--- src/rtl/rv_wb_arbiter_if.sv ---
`default_nettype none
// ============================================================================
// Module   : rv_wb_arbiter_if
// Brief    : Writeback bus bundle: ALU/LSU result inputs, register-file write
//            port, forwarding bus and LSU buffer occupancy.
// Revision : 1.0 - initial release
// ============================================================================
interface rv_wb_arbiter_if #(
    parameter int XLEN           = 32,
    parameter int REG_AW         = 5,
    parameter int LSU_FIFO_DEPTH = 4
);
    localparam int CNT_W = $clog2(LSU_FIFO_DEPTH) + 1;

    logic              alu_valid;
    logic              alu_ready;
    logic [REG_AW-1:0] alu_rd;
    logic [XLEN-1:0]   alu_data;

    logic              lsu_valid;
    logic              lsu_ready;
    logic [REG_AW-1:0] lsu_rd;
    logic [XLEN-1:0]   lsu_data;

    logic [REG_AW-1:0] rf_rd;
    logic [XLEN-1:0]   rf_wdata;
    logic              rf_we;

    logic              fwd_valid;
    logic [REG_AW-1:0] fwd_rd;
    logic [XLEN-1:0]   fwd_data;

    logic [CNT_W-1:0]  lsu_fifo_count;

    // Arbiter side
    modport slave (
        input  alu_valid, alu_rd, alu_data,
        input  lsu_valid, lsu_rd, lsu_data,
        output alu_ready, lsu_ready,
        output rf_rd, rf_wdata, rf_we,
        output fwd_valid, fwd_rd, fwd_data,
        output lsu_fifo_count
    );

    // Producer / observer side
    modport master (
        output alu_valid, alu_rd, alu_data,
        output lsu_valid, lsu_rd, lsu_data,
        input  alu_ready, lsu_ready,
        input  rf_rd, rf_wdata, rf_we,
        input  fwd_valid, fwd_rd, fwd_data,
        input  lsu_fifo_count
    );
endinterface
`default_nettype wire

--- src/rtl/rv_wb_arbiter.sv ---
`default_nettype none
// ============================================================================
// Module   : rv_wb_arbiter
// Brief    : Writeback arbiter - merges ALU results with FIFO-buffered LSU
//            results into the single register-file write port, ALU priority
//            with a bounded starvation guard, plus a forwarding mirror.
// Revision : 1.0 - initial release
// ============================================================================
module rv_wb_arbiter #(
    parameter int XLEN           = 32,
    parameter int REG_AW         = 5,
    parameter int LSU_FIFO_DEPTH = 4,
    parameter int STARVE_LIMIT   = 3
) (
    input  logic           clk,
    input  logic           rst_n,
    rv_wb_arbiter_if.slave bus
);
    localparam int PTR_W = $clog2(LSU_FIFO_DEPTH);
    localparam int CNT_W = PTR_W + 1;
    localparam int SC_W  = $clog2(STARVE_LIMIT + 1);

    localparam logic [CNT_W-1:0] c_FULL_CNT   = CNT_W'(LSU_FIFO_DEPTH);
    localparam logic [SC_W-1:0]  c_STARVE_MAX = SC_W'(STARVE_LIMIT);

    generate
        if (LSU_FIFO_DEPTH < 2 || (LSU_FIFO_DEPTH & (LSU_FIFO_DEPTH - 1)) != 0) begin : g_bad_depth
            $error("rv_wb_arbiter: LSU_FIFO_DEPTH must be a power of two >= 2");
        end
        if (STARVE_LIMIT < 1) begin : g_bad_starve
            $error("rv_wb_arbiter: STARVE_LIMIT must be >= 1");
        end
    endgenerate

    // ------------------------------------------------------------------------
    // State
    // ------------------------------------------------------------------------
    logic [REG_AW-1:0] r_mem_rd   [LSU_FIFO_DEPTH];
    logic [XLEN-1:0]   r_mem_data [LSU_FIFO_DEPTH];
    logic [PTR_W-1:0]  r_wr_ptr;
    logic [PTR_W-1:0]  r_rd_ptr;
    logic [CNT_W-1:0]  r_count;
    logic [SC_W-1:0]   r_starve;

    logic [REG_AW-1:0] r_rf_rd;
    logic [XLEN-1:0]   r_rf_wdata;
    logic              r_rf_we;

    // ------------------------------------------------------------------------
    // Handshakes and arbitration
    // ------------------------------------------------------------------------
    logic              w_full;
    logic              w_nonempty;
    logic              w_alu_ready;
    logic              w_push;
    logic              w_alu_win;
    logic              w_pop;
    logic [REG_AW-1:0] w_head_rd;
    logic [XLEN-1:0]   w_head_data;
    logic [SC_W-1:0]   w_starve_nxt;

    assign w_full      = (r_count == c_FULL_CNT);
    assign w_nonempty  = (r_count != '0);
    assign w_alu_ready = !((r_starve == c_STARVE_MAX) && w_nonempty);

    // Fullness is judged on the registered count, so a same-cycle pop never
    // frees a slot for a push.
    assign w_push      = bus.lsu_valid && !w_full;
    assign w_alu_win   = bus.alu_valid && w_alu_ready;
    assign w_pop       = !w_alu_win && w_nonempty;

    assign w_head_rd   = r_mem_rd[r_rd_ptr];
    assign w_head_data = r_mem_data[r_rd_ptr];

    always_comb begin
        w_starve_nxt = r_starve;
        if (!w_nonempty || w_pop) begin
            w_starve_nxt = '0;
        end else if (w_alu_win && (r_starve != c_STARVE_MAX)) begin
            w_starve_nxt = r_starve + 1'b1;
        end
    end

    // ------------------------------------------------------------------------
    // LSU result buffer
    // ------------------------------------------------------------------------
    always_ff @(posedge clk) begin
        if (w_push) begin
            r_mem_rd[r_wr_ptr]   <= bus.lsu_rd;
            r_mem_data[r_wr_ptr] <= bus.lsu_data;
        end
    end

    always_ff @(posedge clk or negedge rst_n) begin
        if (!rst_n) begin
            r_wr_ptr <= '0;
            r_rd_ptr <= '0;
            r_count  <= '0;
            r_starve <= '0;
        end else begin
            r_starve <= w_starve_nxt;
            if (w_push) begin
                r_wr_ptr <= r_wr_ptr + 1'b1;
            end
            if (w_pop) begin
                r_rd_ptr <= r_rd_ptr + 1'b1;
            end
            case ({w_push, w_pop})
                2'b10:   r_count <= r_count + 1'b1;
                2'b01:   r_count <= r_count - 1'b1;
                default: r_count <= r_count;
            endcase
        end
    end

    // ------------------------------------------------------------------------
    // Write-port register; x0 destinations are consumed without a write
    // ------------------------------------------------------------------------
    always_ff @(posedge clk or negedge rst_n) begin
        if (!rst_n) begin
            r_rf_rd    <= '0;
            r_rf_wdata <= '0;
            r_rf_we    <= 1'b0;
        end else if (w_alu_win) begin
            r_rf_rd    <= bus.alu_rd;
            r_rf_wdata <= bus.alu_data;
            r_rf_we    <= (bus.alu_rd != '0);
        end else if (w_pop) begin
            r_rf_rd    <= w_head_rd;
            r_rf_wdata <= w_head_data;
            r_rf_we    <= (w_head_rd != '0);
        end else begin
            r_rf_we    <= 1'b0;
        end
    end

    // ------------------------------------------------------------------------
    // Outputs
    // ------------------------------------------------------------------------
    assign bus.alu_ready      = w_alu_ready;
    assign bus.lsu_ready      = !w_full;
    assign bus.rf_rd          = r_rf_rd;
    assign bus.rf_wdata       = r_rf_wdata;
    assign bus.rf_we          = r_rf_we;
    assign bus.fwd_valid      = r_rf_we;
    assign bus.fwd_rd         = r_rf_rd;
    assign bus.fwd_data       = r_rf_wdata;
    assign bus.lsu_fifo_count = r_count;

endmodule
`default_nettype wire

--- src/flat_wrapper.sv ---
// flat-port wrapper written by rule: the top's interface ports become plain ports
module rv_wb_arbiter_flat 
#(
    parameter int XLEN           = 32,
    parameter int REG_AW         = 5,
    parameter int LSU_FIFO_DEPTH = 4,
    parameter int STARVE_LIMIT   = 3
)
  (clk, rst_n, bus_alu_valid, bus_alu_rd, bus_alu_data, bus_lsu_valid, bus_lsu_rd, bus_lsu_data, bus_alu_ready, bus_lsu_ready, bus_rf_rd, bus_rf_wdata, bus_rf_we, bus_fwd_valid, bus_fwd_rd, bus_fwd_data, bus_lsu_fifo_count);
  rv_wb_arbiter_if #(.XLEN(XLEN), .REG_AW(REG_AW), .LSU_FIFO_DEPTH(LSU_FIFO_DEPTH)) bus_i ();
  input  logic clk;
  input  logic rst_n;
  input wire logic [$bits(bus_i.alu_valid)-1:0] bus_alu_valid;
  input wire logic [$bits(bus_i.alu_rd)-1:0] bus_alu_rd;
  input wire logic [$bits(bus_i.alu_data)-1:0] bus_alu_data;
  input wire logic [$bits(bus_i.lsu_valid)-1:0] bus_lsu_valid;
  input wire logic [$bits(bus_i.lsu_rd)-1:0] bus_lsu_rd;
  input wire logic [$bits(bus_i.lsu_data)-1:0] bus_lsu_data;
  output wire logic [$bits(bus_i.alu_ready)-1:0] bus_alu_ready;
  output wire logic [$bits(bus_i.lsu_ready)-1:0] bus_lsu_ready;
  output wire logic [$bits(bus_i.rf_rd)-1:0] bus_rf_rd;
  output wire logic [$bits(bus_i.rf_wdata)-1:0] bus_rf_wdata;
  output wire logic [$bits(bus_i.rf_we)-1:0] bus_rf_we;
  output wire logic [$bits(bus_i.fwd_valid)-1:0] bus_fwd_valid;
  output wire logic [$bits(bus_i.fwd_rd)-1:0] bus_fwd_rd;
  output wire logic [$bits(bus_i.fwd_data)-1:0] bus_fwd_data;
  output wire logic [$bits(bus_i.lsu_fifo_count)-1:0] bus_lsu_fifo_count;
  assign bus_i.alu_valid = bus_alu_valid;
  assign bus_i.alu_rd = bus_alu_rd;
  assign bus_i.alu_data = bus_alu_data;
  assign bus_i.lsu_valid = bus_lsu_valid;
  assign bus_i.lsu_rd = bus_lsu_rd;
  assign bus_i.lsu_data = bus_lsu_data;
  assign bus_alu_ready = bus_i.alu_ready;
  assign bus_lsu_ready = bus_i.lsu_ready;
  assign bus_rf_rd = bus_i.rf_rd;
  assign bus_rf_wdata = bus_i.rf_wdata;
  assign bus_rf_we = bus_i.rf_we;
  assign bus_fwd_valid = bus_i.fwd_valid;
  assign bus_fwd_rd = bus_i.fwd_rd;
  assign bus_fwd_data = bus_i.fwd_data;
  assign bus_lsu_fifo_count = bus_i.lsu_fifo_count;
  rv_wb_arbiter #(.XLEN(XLEN), .REG_AW(REG_AW), .LSU_FIFO_DEPTH(LSU_FIFO_DEPTH), .STARVE_LIMIT(STARVE_LIMIT)) u_core (.clk(clk), .rst_n(rst_n), .bus(bus_i));
endmodule
--- config.mk ---
export PLATFORM = sky130hd
export DESIGN_NAME = rv_wb_arbiter_flat
export DESIGN_NICKNAME = d
export VERILOG_FILES = /design/src/rtl/rv_wb_arbiter_if.sv /design/src/rtl/rv_wb_arbiter.sv /design/src/flat_wrapper.sv
export SDC_FILE = /design/constraint.sdc
export NUM_CORES = 1
export LEC_CHECK = 0
export CORE_MARGIN = 4
export CORE_UTILIZATION = 55
export CTS_CLUSTER_SIZE = 28
export DETAILED_ROUTE_END_ITERATION = 6
export GPL_TIMING_DRIVEN = 0
export PLACE_DENSITY_LB_ADDON = 0.3
export SLEW_MARGIN = 20
export SYNTH_ARGS = -nofsm -noshare
export SYNTH_HDL_FRONTEND = slang
export SYNTH_SLANG_ARGS = --single-unit
export TNS_END_PERCENT = 30
--- constraint.sdc ---
create_clock -name clk -period 3.7 [get_ports clk]
set_clock_uncertainty 0.05 [all_clocks]
set_input_delay 0.74 -clock clk [delete_from_list [all_inputs] [get_ports clk]]
set_output_delay 0.74 -clock clk [all_outputs]
set_load 0.01 [all_outputs]
==> results of run 1 <==
## cell families (layout without fill, tap and decap cells)
| logic type | count (synthesis) | in the layout |
|---|---|---|
| xor+xnor | 6 | 6 |
| mux | 76 | 76 |
| flops | 195 | 195 |
| buf+inv | 73 | 264 |
| compound gates | 44 | 44 |
| fa+ha+maj | 7 | 7 |
| simple gates | 50 | 50 |
## flip-flops by register name, indices dropped and copies added (netlist names)
register                   flops
u_core.bus.fwd_rd              5
u_core.r_rd_ptr                2
u_core.r_starve                2
u_core.bus.fwd_data           32
u_core.bus.fwd_valid           1
u_core.bus.lsu_fifo_count      3
u_core.r_mem_rd               20
u_core.r_wr_ptr                2
u_core.r_mem_data            128
## metal layers
layer	global-route usage, %	up-vias	routed length, um	part of all wire (%)
li1	-	2078	-	-
met1	29.08	2408	6858	40
met2	37.48	189	9097	52
met3	4.566	17	1139	6.6
met4	7.491	0	237	1.4
met5	0	-	0	0
## power groups by stage
stage	clock (mW)	sequential (mW)	combinational, mW
floorplan	0	3.31	1.76
global placement	0	3.27	3.09
detailed placement	0	3.28	3.23
CTS	1.80	3.25	3.26
global route	1.90	3.30	3.45
finish	1.78	3.24	3.21
## synth_stat cells (all sizes together), types with 6 or more instances
| cell | number | area [um2] |
|---|---|---|
| edfxtp | 148 | 4444 |
| ha | 6 | 75.07 |
| o21ai | 33 | 165.2 |
| inv | 9 | 33.78 |
| mux4 | 37 | 833.3 |
| nor2 | 6 | 22.52 |
| nand3 | 32 | 160.2 |
| dfrtp | 47 | 1176 |
| mux2i | 37 | 370.4 |
| clkbuf | 9 | 35.03 |
| buf | 54 | 387.9 |
## worst paths after layout
path	slack [ns]	cells after the start	to	startpoint
setup / recovery	0.39	3	bus_alu_ready	u_core.bus.lsu_fifo_count[0]$_DFFE_PN0P_
hold / removal	0.31	1	u_core.bus.fwd_valid$_DFF_PN0_	rst_n
setup reg to reg	0.97	10	u_core.bus.lsu_fifo_count[2]$_DFFE_PN0P_	u_core.bus.lsu_fifo_count[0]$_DFFE_PN0P_
hold reg to reg	0.39	1	u_core.r_starve[0]$_DFFE_PN0P_	u_core.r_starve[0]$_DFFE_PN0P_
max in group asynchronous	2.84	1	u_core.bus.fwd_data[21]$_DFFE_PN0P_	rst_n
min in group clk	0.39	1	u_core.r_starve[0]$_DFFE_PN0P_	u_core.r_starve[0]$_DFFE_PN0P_
## critical path: stages (launching register included)
cell and delay (ns):
dfrtp_1 0.48, o31ai_1 0.51, clkbuf_1 0.47, clkdlybuf4s50_1 0.64
## final cells by class
type / instances / area share (%)
Multi-Input combinational cell: 183 / 18.13
Buffer: 63 / 4.052
Inverter: 10 / 0.3597
Clock inverter: 8 / 1.103
Sequential cell: 195 / 53.85
Clock buffer: 22 / 4.256
Timing Repair Buffer: 161 / 16.09
Tap cell: 180 / 2.158
## per-stage QoR
stage / setup WS, ns / std cells / area [um2]
final: 0.3907 / 822 / 10440
after global routing: 0.2144 / 822 / 10440
after CTS: 0.3521 / 822 / 10440
after detailed placement: 0.4595 / 792 / 9877
after global placement: 0.2611 / 788 / 9764
after floorplan: 1.015 / 451 / 7968
==> flow_summary.toml, run 1 <==
[drt]
routedWlPerCell_um = 21.09
drtIter0Drc = 377
via_per_inst = 5.708
wirelength_mm = 17.33
drc = 0
ant_nets = 0
first_pass_iters = 5
via_count = 4692

[layout]
utilization_pct = 74.32
area_delta_synth_final_pct = 30.98
seqCellArea_um2 = 5620
layout_common_cells = "clkdlybuf4s50_1, edfxtp_1, dfrtp_1, buf_4"
fill_cells = 842
diodes = 0
fin_nets = 716
layout_commonest_cell = "clkdlybuf4s50_1"
multiInputGateArea_um2 = 1892
drive_gt1_share_pct = 20.09

[pwr]
p_int_mw = 5.821
clkPwrFrac_pct = 21.6
ir_drop_mv = 0.3581
p_per_area_nw_per_um2 = 788.7
p_sw_mw = 2.410
pwr-share-seq_pct = 39.4
combPwrFrac_pct = 39.0
power_mw = 8.231
power.share.switching_pct = 29.28
p_leak_nw = 3.985

[sta]
setup_violations = 0
period_share_pct = 89.44
fin_crit_ns = 3.309
rsz0062_at_grt = "no"
report.final.slew_viol_count = 0
fmax_mhz = 302.2
hold_violations = 0
hold_slack_ns = 0.3130
tightest_slew_ns = 0.7116
tns_ns = 0
relSlewSlack_pct = 52.56

[critical_path]
path_class = "reg -> out"
start_kind = "register"
cp-end-kind = "primary output"
cp_data_arrival_time_ns = 2.52
crit_required_ns = 2.91
crit_fanout = 10

[clock_network]
numCtsBuffers = 17
clkTransAtPathRegs_ns = 0.06
clock-sinks = 195
clock_latency_ns = 0.42
clk_path_buf_depth = 2
cts-resized-gates = 0
ctsHoldBuffers = 0
cts_tree = "built"
htree_levels = 4
clock-root-buffer = "clkbuf_16"
cts_setup_buffers = 0

[worst_hold_path]
min-delay-path-class = "in -> async"

[global_routing]
grt_max_degree = 48
overflow = 0
grt_antenna_before_repair = 0
grt_pass1_wl_mm = 27.13
grt_pass1_vias = 4953
track_usage_pct = 22.17

[die]
io_pins = 159
die_w_um = 128.4
die_h_um = 128.4
core-area_um2 = 14040
row_count = 43
start_util_pct = 56.74
dieArea_um2 = 16480

[synthesis]
synthMuxAreaShare_pct = 15.39
synth_compound_gate_area_share_pct = 3.172
synth_area_um2 = 7968
synth_edf_count = 148
synth_ff_type = "edfxtp_1"
synth_nets = 536
ys_ff_latch = 195
synth_fa_ha_area_share_pct = 1.193
yosysWarnings = 0
synth_xor_area_share_pct = 0.6595
async_reset_ff_share_pct = 24.10
netlist_instances = 451
synth_top_family_by_area = "multiplexers"
ys_seq_area_share_pct = 70.54
yosys.area_share.simple_pct = 3.266
synthDistinctLibCells = 32
avgSynthCellArea_um2 = 17.67

[placed_design]
place.gp.congestion = 0.7456
io_buffers = 157
dp_hpwl_mm = 11.49

[run]
cap_viol_max_count = 0

[status]
outcome = "finished, final reports clean"
(Power assumes the default switching activity.)
==> inputs of run 2 (changes only) <==
--- a/config.mk
+++ b/config.mk
@@ -9,7 +9,6 @@
 export CORE_UTILIZATION = 55
 export CTS_CLUSTER_SIZE = 28
 export DETAILED_ROUTE_END_ITERATION = 6
-export GPL_TIMING_DRIVEN = 0
 export PLACE_DENSITY_LB_ADDON = 0.3
 export SLEW_MARGIN = 20
 export SYNTH_ARGS = -nofsm -noshare
==> flow_summary.toml, run 2 (same netlist as run 1, synthesis figures left out) <==
[pwr]
p_leak_nw = 3.718
pwr-share-seq_pct = 42.9
p_per_area_nw_per_um2 = 791.7
clkPwrFrac_pct = 23.2
p_int_mw = 5.561
power_mw = 7.933
combPwrFrac_pct = 33.9
power.share.switching_pct = 29.90
ir_drop_mv = 0.4908
p_sw_mw = 2.372

[drt]
first_pass_iters = 4
ant_nets = 0
drtIter0Drc = 349
drc = 0
via_per_inst = 5.789
routedWlPerCell_um = 22.17
wirelength_mm = 16.94
via_count = 4423

[clock_network]
numCtsBuffers = 17
clock_latency_ns = 0.42
cts-resized-gates = 0
ctsHoldBuffers = 0
clock-sinks = 195
cts_setup_buffers = 0
cts_tree = "built"
clkTransAtPathRegs_ns = 0.07
htree_levels = 4
clk_path_buf_depth = 2
clock-root-buffer = "clkbuf_16"

[die]
row_count = 43
core-area_um2 = 14040
die_h_um = 128.4
io_pins = 159
start_util_pct = 56.74
die_w_um = 128.4
dieArea_um2 = 16480

[critical_path]
crit_required_ns = 3.95
path_class = "reg -> reg"
r2r_end = "u_core.bus.lsu_fifo_count[2]$_DFFE_PN0P_"
start_kind = "register"
max_stage_delay_ns = 0.81
cp_cell_sequence = "or3_2, o21ai_0, inv_1, ha_1, fa_1, xnor2_1, nor2_1, xor2_1"
cp_data_arrival_time_ns = 3.19
r2r-start = "u_core.bus.lsu_fifo_count[0]$_DFFE_PN0P_"
crit_fanout = 20
ff2ff_path_depth = 8
cp-end-kind = "register"
r2r_setup_slack_ns = 0.76
crit_slowest_cell = "or3_2"

[layout]
multiInputGateArea_um2 = 1914
layout_common_cells = "clkdlybuf4s50_1, edfxtp_1, dfrtp_1, mux4_2, mux2i_1"
top_register = "u_core.r_mem_data"
final_area_um2 = 10020
instances_no_fill = 764
drive_gt1_share_pct = 14.38
seqCellArea_um2 = 5623
fill_cells = 855
diodes = 0
layout_commonest_cell = "clkdlybuf4s50_1"
largest_reg_flops = 128
area_delta_synth_final_pct = 25.77
fin_nets = 657

[global_routing]
grt_antenna_before_repair = 0
grt_pass1_wl_mm = 26.73
grt_max_degree = 40
overflow = 0
grt_pass1_vias = 4719
track_usage_pct = 21.77

[run]
cap_viol_max_count = 0

[sta]
tns_ns = 0
fin_crit_ns = 2.941
tightest_slew_ns = 1.056
relSlewSlack_pct = 29.58
period_share_pct = 79.49
report.final.slew_viol_count = 0
rsz0062_at_grt = "no"
hold_violations = 0
fmax_mhz = 340.0
setup_violations = 0

[placed_design]
dp_hpwl_mm = 10.62
place_area_um2 = 9429
place.gp.congestion = 0.7479
io_buffers = 158
dpl.cell_count = 733

[worst_hold_path]
min-delay-path-class = "in -> async"

[status]
outcome = "finished, final reports clean"
==> run 2: cell types whose count changed in the layout (fill, tap and decap cells not counted), moves of 2 or more <==
cell        delta
buf_6          -2
buf_2          -9
dfrtp_2        +2
clkbuf_8       +2
buf_4         -36
clkinv_2       -2
dfrtp_1        -2
clkinv_1       +2
clkinvlp_4     +3
buf_16         -4
clkbuf_1      -12
==> run 2: worst max path at each step <==
stage	cells past startpoint	from	to
after floorplan	9	bus_alu_valid	u_core.bus.lsu_fifo_count[2]$_DFFE_PN0P_
after global placement	9	bus_alu_valid	u_core.bus.lsu_fifo_count[2]$_DFFE_PN0P_
after detailed placement	9	bus_alu_valid	u_core.bus.lsu_fifo_count[2]$_DFFE_PN0P_
after CTS	8	u_core.bus.lsu_fifo_count[0]$_DFFE_PN0P_	u_core.bus.lsu_fifo_count[2]$_DFFE_PN0P_
after global routing	8	u_core.bus.lsu_fifo_count[0]$_DFFE_PN0P_	u_core.bus.lsu_fifo_count[2]$_DFFE_PN0P_
final	8	u_core.bus.lsu_fifo_count[0]$_DFFE_PN0P_	u_core.bus.lsu_fifo_count[2]$_DFFE_PN0P_
==> run 2: metrics by stage <==
step                hold WS [ns]  utilization [%]  worst slack, ns
floorplan                 0.3660                -            1.015
CTS                       0.3071            71.36           0.7603
detailed placement        0.3903            67.15           0.6828
global route              0.3274            71.36           0.6379
finish                    0.2935            71.36           0.7590
global placement          0.3812            67.15           0.8289
==> run 2: area by class of cell <==
cell class	instances	area share (%)
clock inverters	11	1.348
multi-input cells	183	19.10
clock buffers	20	4.557
well taps	180	2.247
flip-flops and latches	195	56.11
inverters	10	0.3746
repair buffers	165	16.26
==> run 2: power groups by stage <==
stage	Combinational [mW]	Clock [mW]	Sequential, mW
floorplan	1.76	0	3.31
global placement	2.65	0	3.41
detailed placement	2.71	0	3.45
CTS	2.74	1.86	3.42
global route	2.90	1.96	3.47
finish	2.69	1.84	3.41
==> run 2: critical path, delay by kind of cell, from the launching register on <==
family | cells | cell delay [ns]
buffers and inverters | 1 | 0.12
AO/OA/AOI/OAI | 1 | 0.32
XOR/XNOR | 2 | 0.31
AND/OR/NAND/NOR | 2 | 0.88
flip-flops | 1 | 0.48
adder cells (fa/ha/maj) | 2 | 0.67
==> run 2: layer usage <==
| metal | wire [um] | up-vias | track usage (%) |
|---|---|---|---|
| li1 | - | 1958 | - |
| met1 | 6726 | 2270 | 28.34 |
| met2 | 8949 | 170 | 36.19 |
| met3 | 910 | 25 | 4.649 |
| met4 | 353 | 0 | 8.739 |
| met5 | 0 | - | 0 |
==> inputs of run 3 (changes only) <==
--- a/config.mk
+++ b/config.mk
@@ -6,7 +6,7 @@
 export NUM_CORES = 1
 export LEC_CHECK = 0
 export CORE_MARGIN = 4
-export CORE_UTILIZATION = 55
+export CORE_UTILIZATION = 47
 export CTS_CLUSTER_SIZE = 28
 export DETAILED_ROUTE_END_ITERATION = 6
 export PLACE_DENSITY_LB_ADDON = 0.3
==> constraint.sdc (replaced) <==
create_clock -name clk -period 2.6 [get_ports clk]
set_clock_uncertainty 0.05 [all_clocks]
set_input_delay 0.52 -clock clk [delete_from_list [all_inputs] [get_ports clk]]
set_output_delay 0.52 -clock clk [all_outputs]
set_load 0.01 [all_outputs]
==> flow_summary.toml, run 3 (same netlist as run 1, synthesis figures left out) <==
[status]
outcome = "finished, final reports clean"

[clock_network]
clock-sinks = 195
cts_tree = "built"
cts_setup_buffers = 0
clkTransAtPathRegs_ns = 0.07
htree_levels = 4
clock-root-buffer = "clkbuf_16"
clock_latency_ns = 0.42
ctsHoldBuffers = 0
cts-resized-gates = 0
numCtsBuffers = 17
clk_path_buf_depth = 2

[die]
start_util_pct = 48.05
io_pins = 159
die_h_um = 138.2
core-area_um2 = 16580
dieArea_um2 = 19100
row_count = 47
die_w_um = 138.2

[drt]
wirelength_mm = 17.12
first_pass_iters = 4
ant_nets = 0
via_count = 4401
drc = 0
via_per_inst = 5.380
drtIter0Drc = 201
routedWlPerCell_um = 20.93

[pwr]
power.share.switching_pct = 29.86
p_int_mw = 8.087
clkPwrFrac_pct = 24.0
pwr-share-seq_pct = 41.0
ir_drop_mv = 0.6509
p_leak_nw = 3.811
power_mw = 11.53
p_sw_mw = 3.442
combPwrFrac_pct = 35.0
p_per_area_nw_per_um2 = 1124

[layout]
largest_reg_flops = 128
top_register = "u_core.r_mem_data"
diodes = 0
layout_common_cells = "clkdlybuf4s50_1, edfxtp_1, dfrtp_1, mux4_2, mux2i_1"
layout_commonest_cell = "clkdlybuf4s50_1"
instances_no_fill = 818
area_delta_synth_final_pct = 28.67
drive_gt1_share_pct = 17.06
final_area_um2 = 10250
fin_nets = 670

[critical_path]
path_buf_inv = 1
cp-end-kind = "primary output"
cp_cell_sequence = "or3b_1, clkdlybuf4s50_1"
path_delay_family = "buffers and inverters"
start_kind = "register"
crit_required_ns = 2.03
crit_slowest_cell = "clkdlybuf4s50_1"
cp_data_arrival_time_ns = 1.87
r2r_setup_slack_ns = 0.17
crit_fanout = 7
path_class = "reg -> out"
max_stage_delay_ns = 0.51

[sta]
tns_ns = 0
rsz0062_at_grt = "no"
tightest_slew_ns = 0.6170
period_share_pct = 93.79
report.final.slew_viol_count = 0
relSlewSlack_pct = 58.87
hold_violations = 0
setup_violations = 0
fmax_mhz = 410.1
fin_crit_ns = 2.438

[placed_design]
dp_hpwl_mm = 11.02
place.gp.congestion = 0.7345
io_buffers = 158
dpl.cell_count = 786
place_area_um2 = 9622

[global_routing]
grt_max_degree = 40
grt_antenna_before_repair = 0
grt_pass1_vias = 4736
track_usage_pct = 18.29
grt_pass1_wl_mm = 26.99
overflow = 0

[worst_hold_path]
min-delay-path-class = "in -> async"

[run]
cap_viol_max_count = 0
==> run 3: cell type report <==
type / instances / area [um2]
timing repair buffer: 178 / 1772
clock buffer: 19 / 432.9
inverter: 10 / 37.54
fill: 1229 / 6331
tap: 220 / 275.3
multi-input combinational: 183 / 1914
sequential: 195 / 5625
clock inverter: 13 / 195.2
==> run 3: layer usage <==
metal | share of wire (%) | track usage (%)
met1 | 42 | 23.40
met2 | 52 | 31.14
met3 | 4.7 | 4.247
met4 | 1.5 | 6.032
met5 | 0 | 0
==> run 3: worst register-to-register path: stages (launching register included) <==
cell     delay (ns)
dfrtp_2        0.47
or3_2          0.51
o21ai_0        0.16
inv_1          0.09
ha_1           0.25
fa_1           0.39
xnor2_1        0.18
nor2_1         0.08
xor2_1         0.14
==> run 3: worst paths after layout <==
path	startpoint	endpoint	cells after the start
worst max-delay path	u_core.bus.lsu_fifo_count[1]$_DFFE_PN0P_	bus_lsu_ready	2
worst min-delay path	rst_n	u_core.r_wr_ptr[1]$_DFFE_PN0P_	1
worst max register to register	u_core.bus.lsu_fifo_count[1]$_DFFE_PN0P_	u_core.bus.lsu_fifo_count[2]$_DFFE_PN0P_	8
worst min register to register	u_core.r_starve[0]$_DFFE_PN0P_	u_core.r_starve[0]$_DFFE_PN0P_	1
max in group asynchronous	rst_n	u_core.bus.fwd_data[16]$_DFFE_PN0P_	2
min in group clk	u_core.r_starve[0]$_DFFE_PN0P_	u_core.r_starve[0]$_DFFE_PN0P_	1
==> run 3: metrics by stage <==
stage	worst slack (ns)	util (%)	hold WS, ns
after floorplan	0.1350	-	0.1744
after global placement	0.1997	58.02	0.3777
after detailed placement	0.1093	58.02	0.3822
after CTS	0.1153	61.81	0.05746
after global routing	0.01988	61.82	0.07854
final	0.1616	61.82	0.05310
==> run 3: power groups by stage <==
| stage | registers, mW | clock network [mW] | logic, mW |
|---|---|---|---|
| after floorplan | 4.71 | 0 | 2.50 |
| after global placement | 4.72 | 0 | 4.03 |
| after detailed placement | 4.79 | 0 | 4.11 |
| after CTS | 4.73 | 2.82 | 4.12 |
| after global routing | 4.82 | 2.94 | 4.36 |
| final | 4.72 | 2.77 | 4.04 |
